$ cat config.mk
export PLATFORM = sky130hd
export DESIGN_NAME = registrador_universal_serial
export DESIGN_NICKNAME = d
export VERILOG_FILES = /design/src/rtl/pacote_registrador.sv /design/src/rtl/contador_quadro.sv /design/src/rtl/registrador_universal_serial.sv
export SDC_FILE = /design/constraint.sdc
export NUM_CORES = 1
export LEC_CHECK = 0
export BUFFER_PORTS_ARGS = -buffer_cell sky130_fd_sc_hd__clkbuf_2
export CORE_MARGIN = 2
export CORE_UTILIZATION = 29
export DETAILED_ROUTE_END_ITERATION = 16
export HOLD_SLACK_MARGIN = 0.15
export MAX_ROUTING_LAYER = met4
export SYNTH_ARGS = -nofsm -noshare
export SYNTH_HDL_FRONTEND = slang
export SYNTH_HIERARCHICAL = 1
export SYNTH_SLANG_ARGS = --single-unit
$ cat constraint.sdc
create_clock -name clk -period 4.89 [get_ports clk]
set_input_delay 1.467 -clock clk [delete_from_list [all_inputs] [get_ports clk]]
set_output_delay 1.467 -clock clk [all_outputs]
set_load 0.05 [all_outputs]
$ cat src/rtl/pacote_registrador.sv
// Shared definitions for the universal shift register: mode encodings and default width.
package pacote_registrador;

    localparam int unsigned NBITS_DEFAULT = 8;

    typedef enum logic [2:0] {
        HOLD = 3'd0,
        LOAD = 3'd1,
        SHL  = 3'd2,
        SHR  = 3'd3,
        ROL  = 3'd4,
        ROR  = 3'd5,
        CLR  = 3'd6
    } modo_t;

endpackage

$ cat src/rtl/contador_quadro.sv
// Frame counter: counts shifts and pulses frame_done on the edge committing the NBITS-th shift.
module contador_quadro #(
    parameter int unsigned NBITS = 8
) (
    input  logic                     clk,
    input  logic                     reset,
    input  logic                     inc,
    input  logic                     clr,
    output logic [$clog2(NBITS)-1:0] cnt,
    output logic                     frame_done
);

    localparam int unsigned        CW      = $clog2(NBITS);
    localparam logic [CW-1:0]      CNT_MAX = CW'(NBITS - 1);

    // clr (load/clear) outranks inc; they are mutually exclusive from the top anyway
    always_ff @(posedge clk) begin
        if (reset) begin
            cnt        <= '0;
            frame_done <= 1'b0;
        end else if (clr) begin
            cnt        <= '0;
            frame_done <= 1'b0;
        end else if (inc) begin
            if (cnt == CNT_MAX) begin
                cnt        <= '0;
                frame_done <= 1'b1;
            end else begin
                cnt        <= cnt + CW'(1);
                frame_done <= 1'b0;
            end
        end else begin
            frame_done <= 1'b0;
        end
    end

endmodule

$ cat src/rtl/registrador_universal_serial.sv
// Parametrised universal shift register with serial taps at both ends and a frame counter.
module registrador_universal_serial
    import pacote_registrador::*;
#(
    parameter int unsigned NBITS = NBITS_DEFAULT
) (
    input  logic                     clk,
    input  logic                     reset,
    input  logic                     en,
    input  logic [2:0]               modo,
    input  logic [NBITS-1:0]         Din,
    input  logic                     sin_lsb,
    input  logic                     sin_msb,
    output logic [NBITS-1:0]         Dout,
    output logic                     sout_msb,
    output logic                     sout_lsb,
    output logic                     frame_done,
    output logic [$clog2(NBITS)-1:0] cnt
);

    modo_t            modo_sel;
    logic [NBITS-1:0] dout_next;
    logic             is_shift;
    logic             is_restart;
    logic             inc;
    logic             clr;

    // Mode mux; reserved code 7 falls into default and holds
    always_comb begin
        modo_sel   = modo_t'(modo);
        dout_next  = Dout;
        is_shift   = 1'b0;
        is_restart = 1'b0;
        case (modo_sel)
            LOAD: begin
                dout_next  = Din;
                is_restart = 1'b1;
            end
            SHL: begin
                dout_next = {Dout[NBITS-2:0], sin_lsb};
                is_shift  = 1'b1;
            end
            SHR: begin
                dout_next = {sin_msb, Dout[NBITS-1:1]};
                is_shift  = 1'b1;
            end
            ROL: begin
                dout_next = {Dout[NBITS-2:0], Dout[NBITS-1]};
                is_shift  = 1'b1;
            end
            ROR: begin
                dout_next = {Dout[0], Dout[NBITS-1:1]};
                is_shift  = 1'b1;
            end
            CLR: begin
                dout_next  = '0;
                is_restart = 1'b1;
            end
            default: dout_next = Dout;
        endcase
        inc = en & is_shift;
        clr = en & is_restart;
    end

    always_ff @(posedge clk) begin
        if (reset) begin
            Dout <= '0;
        end else if (en) begin
            Dout <= dout_next;
        end
    end

    assign sout_msb = Dout[NBITS-1];
    assign sout_lsb = Dout[0];

    contador_quadro #(
        .NBITS (NBITS)
    ) u_contador_quadro (
        .clk        (clk),
        .reset      (reset),
        .inc        (inc),
        .clr        (clr),
        .cnt        (cnt),
        .frame_done (frame_done)
    );

endmodule

==> results of run 1 <==
per-layer routing:
| metal | track usage (%) | part of all wire [%] | vias up |
|---|---|---|---|
| li1 | - | - | 372 |
| met1 | 14.5 | 44 | 352 |
| met2 | 21.7 | 48 | 26 |
| met3 | 5.22 | 7.5 | 0 |
| met4 | 1.99 | 0 | 0 |
| met5 | - | 0 | - |
registers in the layout (all words and copies together) (netlist names):
signal                        count
Dout                              8
u_contador_quadro/cnt             3
u_contador_quadro/frame_done      1
tightest hold or removal path, cell delays in order (launching register included):
cell and delay (ns):
dfxtp_1 0.35, nor2_2 0.11, nor3_1 0.04
worst max path at each step:
stage	end	slack, ns	depth (start not counted)	start
6_report	u_contador_quadro/cnt[0]	2.26	5	modo[1]
5_1_grt	u_contador_quadro/cnt[0]	2.18	5	modo[2]
2_1_floorplan	u_contador_quadro/cnt[0]	2.22	5	modo[1]
3_3_place_gp	u_contador_quadro/cnt[0]	2.06	5	modo[1]
3_5_place_dp	u_contador_quadro/cnt[0]	1.98	5	modo[1]
4_1_cts	u_contador_quadro/cnt[0]	2.27	5	modo[1]
where the power goes:
part / switching, W / internal [W]
registers: 0.00000780 / 0.000104
clock network: 0.0000310 / 0.0000285
logic: 0.0000564 / 0.0000274
total: 0.0000952 / 0.000160
cells in the final DEF (no fill, tap or decap):
cell type  Yosys  final
nor2_2         6      6
nand3b_1       1      1
nand3_1        1      1
clkbuf_4       0      3
a211oi_1       5      5
nor2b_1        2      2
ha_1           2      2
o41ai_2        1      1
nand3_2        1      1
dfxtp_1       12     12
and3_4         1      1
clkbuf_2       0     29
o21a_1         1      1
nor2_1         8      8
and2_1         1      1
or3b_1         2      2
o21ai_2        1      1
a221oi_1       1      1
nor3_1         4      4
xnor2_2        1      1
o21ai_0        2      2
a221o_1        1      1
nand2b_1       2      2
inv_1          3      3
mux2i_1        8      8
or3_4          1      1
nor3_2         5      5
o311ai_1       1      1
a21oi_1        2      2
a211oi_2       2      2
nand2_1        4      4
final cells by class:
class / count / area [µm²]
Fill cell: 298 / 1770
Multi-Input combinational cell: 67 / 510
Sequential cell: 12 / 240
Timing Repair Buffer: 29 / 145
Tap cell: 31 / 38.8
Clock buffer: 3 / 22.5
Inverter: 3 / 11.3
metrics by stage:
step                      hold slack [ns]  util (%)  area [µm²]
final                               0.542      35.4         968
after global placement              0.523      34.6         946
after detailed placement            0.531      34.6         946
after CTS                           0.544      35.4         968
after global routing                0.570      35.4         968
after floorplan                     0.707         -         822
cell families after synthesis:
kind of cell	count (synthesis)	synth area share, %
buffers and inverters	10	8.67
multiplexers	8	9.74
AND/OR/NAND/NOR	39	30.0
AO/OA/AOI/OAI	17	17.4
XOR/XNOR	1	1.98
flip-flops	12	29.2
adder cells (fa/ha/maj)	2	3.04
cell usage after synthesis:
master and n:
and2_1 1, nand2b_1 2, o21ai_2 1, nor3_2 5
inv_1 3, nor2b_1 2, or3b_1 2, nand3_2 1
xnor2_2 1, nor2_1 8, o41ai_2 1, nor2_2 6
a221o_1 1, mux2i_1 8, a221oi_1 1, nor3_1 4
or3_4 1, ha_1 2, nand3b_1 1, dfxtp_1 12
a21oi_1 2, nand3_1 1, buf_1 1, o311ai_1 1
o21ai_0 2, nand2_1 4, a211oi_1 5, o21a_1 1
buf_4 3, buf_6 3, and3_4 1, a211oi_2 2
==> impl_metrics.env, run 1 <==
export IMPL_setup_violations=0
export IMPL_cp_arrival_ns=2.82
export IMPL_period_share_pct=53.8
export IMPL_dp_hpwl_um=1460
export IMPL_cap_violations=0
export IMPL_wire_per_inst_um=13.2
export IMPL_whs_path_depth=2
export IMPL_synth_fp_nets=107
export IMPL_cp_start_kind="primary input"
export IMPL_crit_slowest_cell="or3b_1"
export IMPL_synth_distinct_cells=32
export IMPL_cts_sinks=12
export IMPL_coreArea_um2=2730
export IMPL_start_util_pct=30.1
export IMPL_synthCells=89
export IMPL_timing_rr_start="u_contador_quadro/cnt[0]"
export IMPL_cts_buffers=3
export IMPL_end_kind="flip-flop"
export IMPL_fp_dieArea_um2=3280
export IMPL_fin_crit_ns=2.63
export IMPL_hold_viol=0
export IMPL_synthTopCellsByArea="dfxtp_1, mux2i_1, nor3_2, a211oi_1, nor2_2"
export IMPL_yosysSeqAreaShare_pct=29.2
export IMPL_place_ws_ns=1.98
export IMPL_crit_buf_inv=1
export IMPL_powerDensity_nw_per_um2=263
export IMPL_routed_wl_um=1910
export IMPL_final_instance_count_excl_fill=145
export IMPL_synth_area_um2=822
export IMPL_ios=30
export IMPL_status="finished, final reports clean"
export IMPL_reg2reg_setup_slack_ns=3.54
export IMPL_tns_ns=0
export IMPL_rr_endpoint="u_contador_quadro/cnt[0]"
export IMPL_syn_area_per_cell_um2=9.24
export IMPL_nets=134
export IMPL_ant_nets=0
export IMPL_holdBufCountCts=0
export IMPL_dpl_cell_count=142
export IMPL_clk_path_buf_depth=2
export IMPL_critPathTopFamily="simple AND/OR/NAND/NOR gates"
export IMPL_crit_chain="clkbuf_2 > xnor2_2 > nor2b_1 > or3b_1 > a211oi_2"
export IMPL_slew_violations=0
export IMPL_drc_errors=0
export IMPL_drt_iter0_markers=8
export IMPL_rsz0062_at_grt="false"
export IMPL_max_slew_margin_pct=73.4
export IMPL_antenna_found_initial=0
export IMPL_hp_start="Dout[1]"
export IMPL_required_ns=5.08
export IMPL_grt_pass1_wl_um=3150
export IMPL_leakage_nw=0.437
export IMPL_cts_setup_buffers=0
export IMPL_synth_top_area_share_pct=29.2
export IMPL_clockRootBuffer="clkbuf_4"
export IMPL_cts_resized=0
export IMPL_num_vias=750
export IMPL_grtUsageTotal_pct=12.8
export IMPL_cts_tree="done"
export IMPL_grt_max_degree=15
export IMPL_overflow=0
export IMPL_num_rows=19
export IMPL_path_class="in -> reg"
export IMPL_numPortBuffers=29
export IMPL_max_stage_delay_ns=0.40
export IMPL_grt_pass1_vias=710
export IMPL_power_total_w=0.000255
export IMPL_hold_path_class="reg -> reg"
export IMPL_tightest_slew_ns=0.399
export IMPL_detail_route_first_pass_iterations=4
export IMPL_gp_congestion=0.756
export IMPL_ys_seq_elements=12
export IMPL_fmax_mhz=380
export IMPL_die_y_um=57.2
export IMPL_worst_slack_ns=2.26
export IMPL_fin_skew_ns=0.00265
export IMPL_path_clk_slew_ns=0.07
export IMPL_r2r_cells=4
export IMPL_vias_per_cell=5.17
export IMPL_clk_insertion_delay_late_ns=0.27
export IMPL_max_vdd_ir_drop_v=0.000147
export IMPL_drive_gt1_share_pct=44.7
export IMPL_antenna_cells=0
export IMPL_die_w_um=57.2
export IMPL_ys_warn_count=6
export IMPL_cts_htree_levels=1
export IMPL_crit_fanout=10
export IMPL_syn2layout_area_growth_pct=17.8
export IMPL_synth_top_area_cell="dfxtp_1"
export IMPL_holdPathEnd="Dout[1]"
Power figures use the tool's default switching activity.
==> run 2: changes to the inputs <==
--- a/config.mk
+++ b/config.mk
@@ -5,6 +5,7 @@
 export SDC_FILE = /design/constraint.sdc
 export NUM_CORES = 1
 export LEC_CHECK = 0
+export ABC_AREA = 1
 export BUFFER_PORTS_ARGS = -buffer_cell sky130_fd_sc_hd__clkbuf_2
 export CORE_MARGIN = 2
 export CORE_UTILIZATION = 29
==> constraint.sdc (replaced) <==
create_clock -name clk -period 2.6 [get_ports clk]
set_input_delay 0.78 -clock clk [delete_from_list [all_inputs] [get_ports clk]]
set_output_delay 0.78 -clock clk [all_outputs]
set_load 0.05 [all_outputs]
==> run 2 against run 1 <==
Effect of this change:
- sequential share of layout area is 0.26 points higher
- clock skew is 0.0020 ns lower
- via count is 15% higher
- critical endpoint is now sout_msb
==> impl_metrics.env, run 2 <==
export IMPL_status="finished, final reports clean"
export IMPL_num_vias=861
export IMPL_synthArstFlopShare_pct=0
export IMPL_final_core_util_pct=38.0
export IMPL_num_rows=18
export IMPL_synth_fa_ha_area_share_pct=3.19
export IMPL_cts_sinks=12
export IMPL_overflow=0
export IMPL_synthSimpleGateAreaFrac_pct=49.1
export IMPL_setup_violations=0
export IMPL_max_slew_margin_pct=72.7
export IMPL_place_ws_ns=0.686
export IMPL_crit_chain="clkbuf_2"
export IMPL_grt_pass1_vias=769
export IMPL_synth_top_family_by_area="simple AND/OR/NAND/NOR gates"
export IMPL_ios=30
export IMPL_max_vdd_ir_drop_v=0.000397
export IMPL_grt_pass1_wl_um=3230
export IMPL_syn2layout_area_growth_pct=22.2
export IMPL_cap_violations=0
export IMPL_reg2reg_setup_slack_ns=1.53
export IMPL_cp_arrival_ns=1.00
export IMPL_syn_area_per_cell_um2=6.03
export IMPL_cts_buffers=3
export IMPL_ys_flop_type="dfxtp_1"
export IMPL_critPathTopFamily="flip-flops"
export IMPL_nets=177
export IMPL_cts_htree_levels=1
export IMPL_holdPathEnd="u_contador_quadro/cnt[2]"
export IMPL_vias_per_cell=4.58
export IMPL_synthCells=130
export IMPL_slew_violations=0
export IMPL_fmax_mhz=562
export IMPL_synth_distinct_cells=16
export IMPL_numPortBuffers=29
export IMPL_fp_dieArea_um2=3140
export IMPL_fin_crit_ns=1.78
export IMPL_clockRootBuffer="clkbuf_4"
export IMPL_detail_route_first_pass_iterations=4
export IMPL_powerDensity_nw_per_um2=533
export IMPL_synth_fp_nets=148
export IMPL_final_cell_mix="nand2_1, clkbuf_2, nand3_1"
export IMPL_hold_slack_ns=0.488
export IMPL_path_clk_slew_ns=0.08
export IMPL_drt_iter0_markers=10
export IMPL_crit_buf_inv=1
export IMPL_worst_slack_ns=0.821
export IMPL_ys_seq_elements=12
export IMPL_coreArea_um2=2520
export IMPL_power_total_w=0.000511
export IMPL_rr_endpoint="u_contador_quadro/cnt[2]"
export IMPL_path_class="reg -> out"
export IMPL_leakage_nw=0.518
export IMPL_ant_nets=0
export IMPL_hp_start="u_contador_quadro/cnt[2]"
export IMPL_yosysSeqAreaShare_pct=30.6
export IMPL_synth_area_um2=785
export IMPL_cts_tree="done"
export IMPL_seqCellArea_um2=240
export IMPL_clk_path_buf_depth=2
export IMPL_final_common_cell="nand2_1"
export IMPL_yosysMostFrequentCell="nand2_1"
export IMPL_grt_max_degree=17
export IMPL_crit_slowest_cell="dfxtp_1"
export IMPL_timing_rr_start="u_contador_quadro/cnt[0]"
export IMPL_synth_xor_xnor_area_share_pct=0
export IMPL_die_y_um=56.0
export IMPL_regMostFlops="Dout"
export IMPL_clk_insertion_delay_late_ns=0.27
export IMPL_period_share_pct=68.4
export IMPL_synth_compound_area_share_pct=3.19
export IMPL_fin_skew_ns=0.000637
export IMPL_hold_path_class="reg -> reg"
export IMPL_rsz0062_at_grt="false"
export IMPL_cts_setup_buffers=0
export IMPL_synthTopCellsByArea="dfxtp_1, nand2_1, nand3_1, nor2_1, inv_1"
export IMPL_synth_enable_flop_cells=0
export IMPL_ys_warn_count=6
export IMPL_r2r_cells=4
export IMPL_whs_path_depth=2
export IMPL_tightest_slew_ns=0.409
export IMPL_hold_viol=0
export IMPL_synth_common_cells="nand2_1, nand3_1, nor2_1, inv_1, dfxtp_1"
export IMPL_tns_ns=0
export IMPL_end_kind="primary output"
export IMPL_antenna_found_initial=0
export IMPL_routed_wl_um=1850
export IMPL_fillers=291
export IMPL_crit_cells=1
export IMPL_multi_input_area_um2=435
export IMPL_gp_congestion=0.779
export IMPL_required_ns=1.82
export IMPL_grtUsageTotal_pct=12.8
export IMPL_antenna_cells=0
export IMPL_drive_gt1_share_pct=24.7
export IMPL_max_stage_delay_ns=0.42
export IMPL_largest_register_ffs=8
export IMPL_crit_fanout=5
export IMPL_biggestRegsByFlops="Dout (8), u_contador_quadro/cnt (3), u_contador_quadro/frame_done (1)"
export IMPL_muxShareOfSynthArea_pct=0
export IMPL_drc_errors=0
export IMPL_dp_hpwl_um=1500
export IMPL_cts_resized=0
export IMPL_start_util_pct=31.1
export IMPL_synth_top_area_cell="dfxtp_1"
export IMPL_holdBufCountCts=0
export IMPL_wire_per_inst_um=9.85
export IMPL_die_w_um=56.0
export IMPL_synth_top_area_share_pct=30.6
export IMPL_cp_start_kind="flip-flop"
run 2: cell count changes in the layout (fill, tap and decap cells not counted), moves of 5 or more:
cell      before  now
nor2_1         8   18
nand3_1        1   28
nand2_1        4   39
nor2_2         6    0
mux2i_1        8    0
a211oi_1       5    0
inv_1          3   13
run 2: area by class of cell:
cell class | count | share of cell area, %
multi-input cells | 96 | 45.4
flip-flops and latches | 12 | 25.1
well taps | 30 | 3.92
clock buffers | 4 | 3.79
repair buffers | 29 | 15.1
inverters | 17 | 6.66
run 2: kinds of logic (layout without fill, tap and decap cells):
| logic type | count (synthesis) | after routing |
|---|---|---|
| AND/OR/NAND/NOR | 89 | 89 |
| buffers and inverters | 22 | 50 |
| flip-flops | 12 | 12 |
| AO/OA/AOI/OAI | 5 | 5 |
| adder cells (fa/ha/maj) | 2 | 2 |
run 2: through the flow:
stage	cell area, µm²	cells
after global placement	922	184
after detailed placement	922	184
final	958	188
after floorplan	785	130
after CTS	958	188
after global routing	958	188
run 2: how the worst max path moves through the flow:
stage	from	endpoint
final	Dout[7]	sout_msb
after global routing	Dout[0]	Dout[0]
after CTS	Dout[0]	Dout[0]
after detailed placement	modo[0]	u_contador_quadro/cnt[1]
after global placement	modo[0]	u_contador_quadro/cnt[1]
after floorplan	Dout[0]	Dout[0]
run 2: where the power goes:
| part | leakage (nW) | switching, W | internal, W |
|---|---|---|---|
| clock | 0.0210 | 0.0000666 | 0.0000851 |
| combinational | 0.398 | 0.000108 | 0.0000420 |
| sequential | 0.0985 | 0.0000132 | 0.000196 |
run 2: routing by layer:
metal / wire, µm / track usage, %
met3: 96 / 5.12
met4: 13 / 2.04
met1: 856 / 15.2
met5: 0 / -
met2: 886 / 20.8
==> run 3: changes to the inputs <==
==> constraint.sdc (replaced) <==
create_clock -name clk -period 1.8 [get_ports clk]
set_input_delay 0.54 -clock clk [delete_from_list [all_inputs] [get_ports clk]]
set_output_delay 0.54 -clock clk [all_outputs]
set_load 0.05 [all_outputs]
==> run 3 against run 2 <==
Effect of this change:
- register-to-register slack lost 0.81 ns
- count of clock-buffer cells in the layout shrank 1
- critical path type unchanged
- non-clock buffer count increased by 1
- sequential cell count is the same
- first-iteration DRC count shrank 10%
- global-route usage fell by 0.44 points
- final cell count unchanged
- worst hold slack lost 0.0035 ns
==> impl_metrics.env, run 3 (synthesized netlist as in run 2, its figures left out) <==
export IMPL_status="finished, final reports clean"
export IMPL_overflow=0
export IMPL_max_stage_delay_ns=0.42
export IMPL_tightest_slew_ns=0.366
export IMPL_cts_tree="done"
export IMPL_crit_cells=1
export IMPL_max_vdd_ir_drop_v=0.000415
export IMPL_hold_viol=0
export IMPL_r2r_cells=4
export IMPL_required_ns=1.26
export IMPL_clk_insertion_delay_late_ns=0.27
export IMPL_fp_dieArea_um2=3140
export IMPL_fin_skew_ns=0.00660
export IMPL_grt_met3_usage_pct=3.26
export IMPL_fin_crit_ns=1.54
export IMPL_fmax_mhz=650
export IMPL_tns_ns=0
export IMPL_wire_per_inst_um=9.48
export IMPL_max_slew_margin_pct=75.6
export IMPL_gp_congestion=0.775
export IMPL_coreArea_um2=2520
export IMPL_cp_arrival_ns=1.00
export IMPL_num_rows=18
export IMPL_endpoint="Dout[0]"
export IMPL_nets=178
export IMPL_cts_sinks=12
export IMPL_holdBufCountCts=0
export IMPL_crit_slowest_cell="dfxtp_1"
export IMPL_grtUsageTotal_pct=12.4
export IMPL_drc_errors=0
export IMPL_met1_usage_pct=14.8
export IMPL_crit_buf_inv=1
export IMPL_cts_resized=0
export IMPL_cts_setup_buffers=0
export IMPL_final_common_cell="nand2_1"
export IMPL_detail_route_first_pass_iterations=4
export IMPL_cap_violations=0
export IMPL_syn2layout_area_growth_pct=21.4
export IMPL_die_w_um=56.0
export IMPL_die_y_um=56.0
export IMPL_use_met2_pct=19.7
export IMPL_cts_buffers=3
export IMPL_antenna_cells=0
export IMPL_end_kind="primary output"
export IMPL_cp_start_kind="flip-flop"
export IMPL_num_vias=861
export IMPL_hold_path_class="reg -> reg"
export IMPL_cts_htree_levels=1
export IMPL_setup_violations=0
export IMPL_crit_fanout=5
export IMPL_powerDensity_nw_per_um2=720
export IMPL_place_area_um2=930
export IMPL_critPathTopFamily="flip-flops"
export IMPL_final_cell_mix="nand2_1, clkbuf_2, nand3_1"
export IMPL_grt_pass1_wl_um=3060
export IMPL_regMostFlops="Dout"
export IMPL_cp_startpoint="Dout[0]"
export IMPL_final_instance_count_excl_fill=188
export IMPL_slew_violations=0
export IMPL_leakage_nw=0.516
export IMPL_drt_iter0_markers=9
export IMPL_fin_area_um2=952
export IMPL_largest_register_ffs=8
export IMPL_hp_start="u_contador_quadro/cnt[1]"
export IMPL_routed_wl_um=1780
export IMPL_rsz0062_at_grt="false"
export IMPL_reg2reg_setup_slack_ns=0.72
export IMPL_ios=30
export IMPL_numPortBuffers=29
export IMPL_grt_pass1_vias=736
export IMPL_crit_chain="clkbuf_2"
export IMPL_path_clk_slew_ns=0.08
export IMPL_ant_nets=0
export IMPL_antenna_found_initial=0
export IMPL_dpl_cell_count=185
export IMPL_busiest_layer="met2"
export IMPL_clockRootBuffer="clkbuf_4"
export IMPL_biggestRegsByFlops="Dout (8), u_contador_quadro/cnt (3), u_contador_quadro/frame_done (1)"
export IMPL_path_class="reg -> out"
export IMPL_vias_per_cell=4.58
export IMPL_period_share_pct=85.4
export IMPL_rr_endpoint="u_contador_quadro/cnt[2]"
export IMPL_start_util_pct=31.1
export IMPL_grt_max_degree=17
export IMPL_dp_hpwl_um=1420
export IMPL_clk_path_buf_depth=2
export IMPL_timing_rr_start="u_contador_quadro/cnt[0]"
export IMPL_drive_gt1_share_pct=24.7
## run 3: cell types whose count changed in the layout (fill, tap and decap cells not counted)
cell      change
buf_4         +1
clkbuf_8      -1
## run 3: layout make-up
class / instances / area [µm²]
fillers: 301 / 1570
multi-input cells: 96 / 435
flip-flops and latches: 12 / 240
repair buffers: 30 / 153
inverters: 17 / 63.8
well taps: 30 / 37.5
clock buffers: 3 / 22.5
## run 3: report_power, final
group          switching [W]  internal, W
sequential         0.0000192     0.000283
clock              0.0000880    0.0000773
combinational       0.000156    0.0000621
## run 3: worst min path at each step
stage               slack (ns)                       end  depth (start not counted)
global route              0.51  u_contador_quadro/cnt[1]                          2
detailed placement        0.47  u_contador_quadro/cnt[1]                          2
global placement          0.48  u_contador_quadro/cnt[2]                          2
CTS                       0.49  u_contador_quadro/cnt[1]                          2
finish                    0.48  u_contador_quadro/cnt[1]                          2
floorplan                 0.70  u_contador_quadro/cnt[1]                          2
## run 3: worst reg2reg max path, cell delays in order (launching register included)
cell and delay [ns]:
dfxtp_1 0.35, ha_1 0.21, ha_1 0.27, nand2_1 0.05
a21oi_1 0.15
## run 3: metrics by stage
stage | hold WS [ns] | worst slack (ns) | utilization, % | total power, W
4_1_cts | 0.491 | 0.239 | 37.7 | 0.000697
3_3_place_gp | 0.476 | 0.237 | 36.9 | 0.000526
6_report | 0.484 | 0.262 | 37.7 | 0.000685
3_5_place_dp | 0.473 | 0.263 | 36.9 | 0.000528
2_1_floorplan | 0.695 | 0.308 | - | 0.000480
5_1_grt | 0.505 | 0.185 | 37.7 | 0.000741
## run 3: metal layers
metal  share of wire, %  up-vias
li1                   -      468
met1                 47      372
met2                 46       17
met3                4.8        4
met4                1.6        0
met5                  0        -
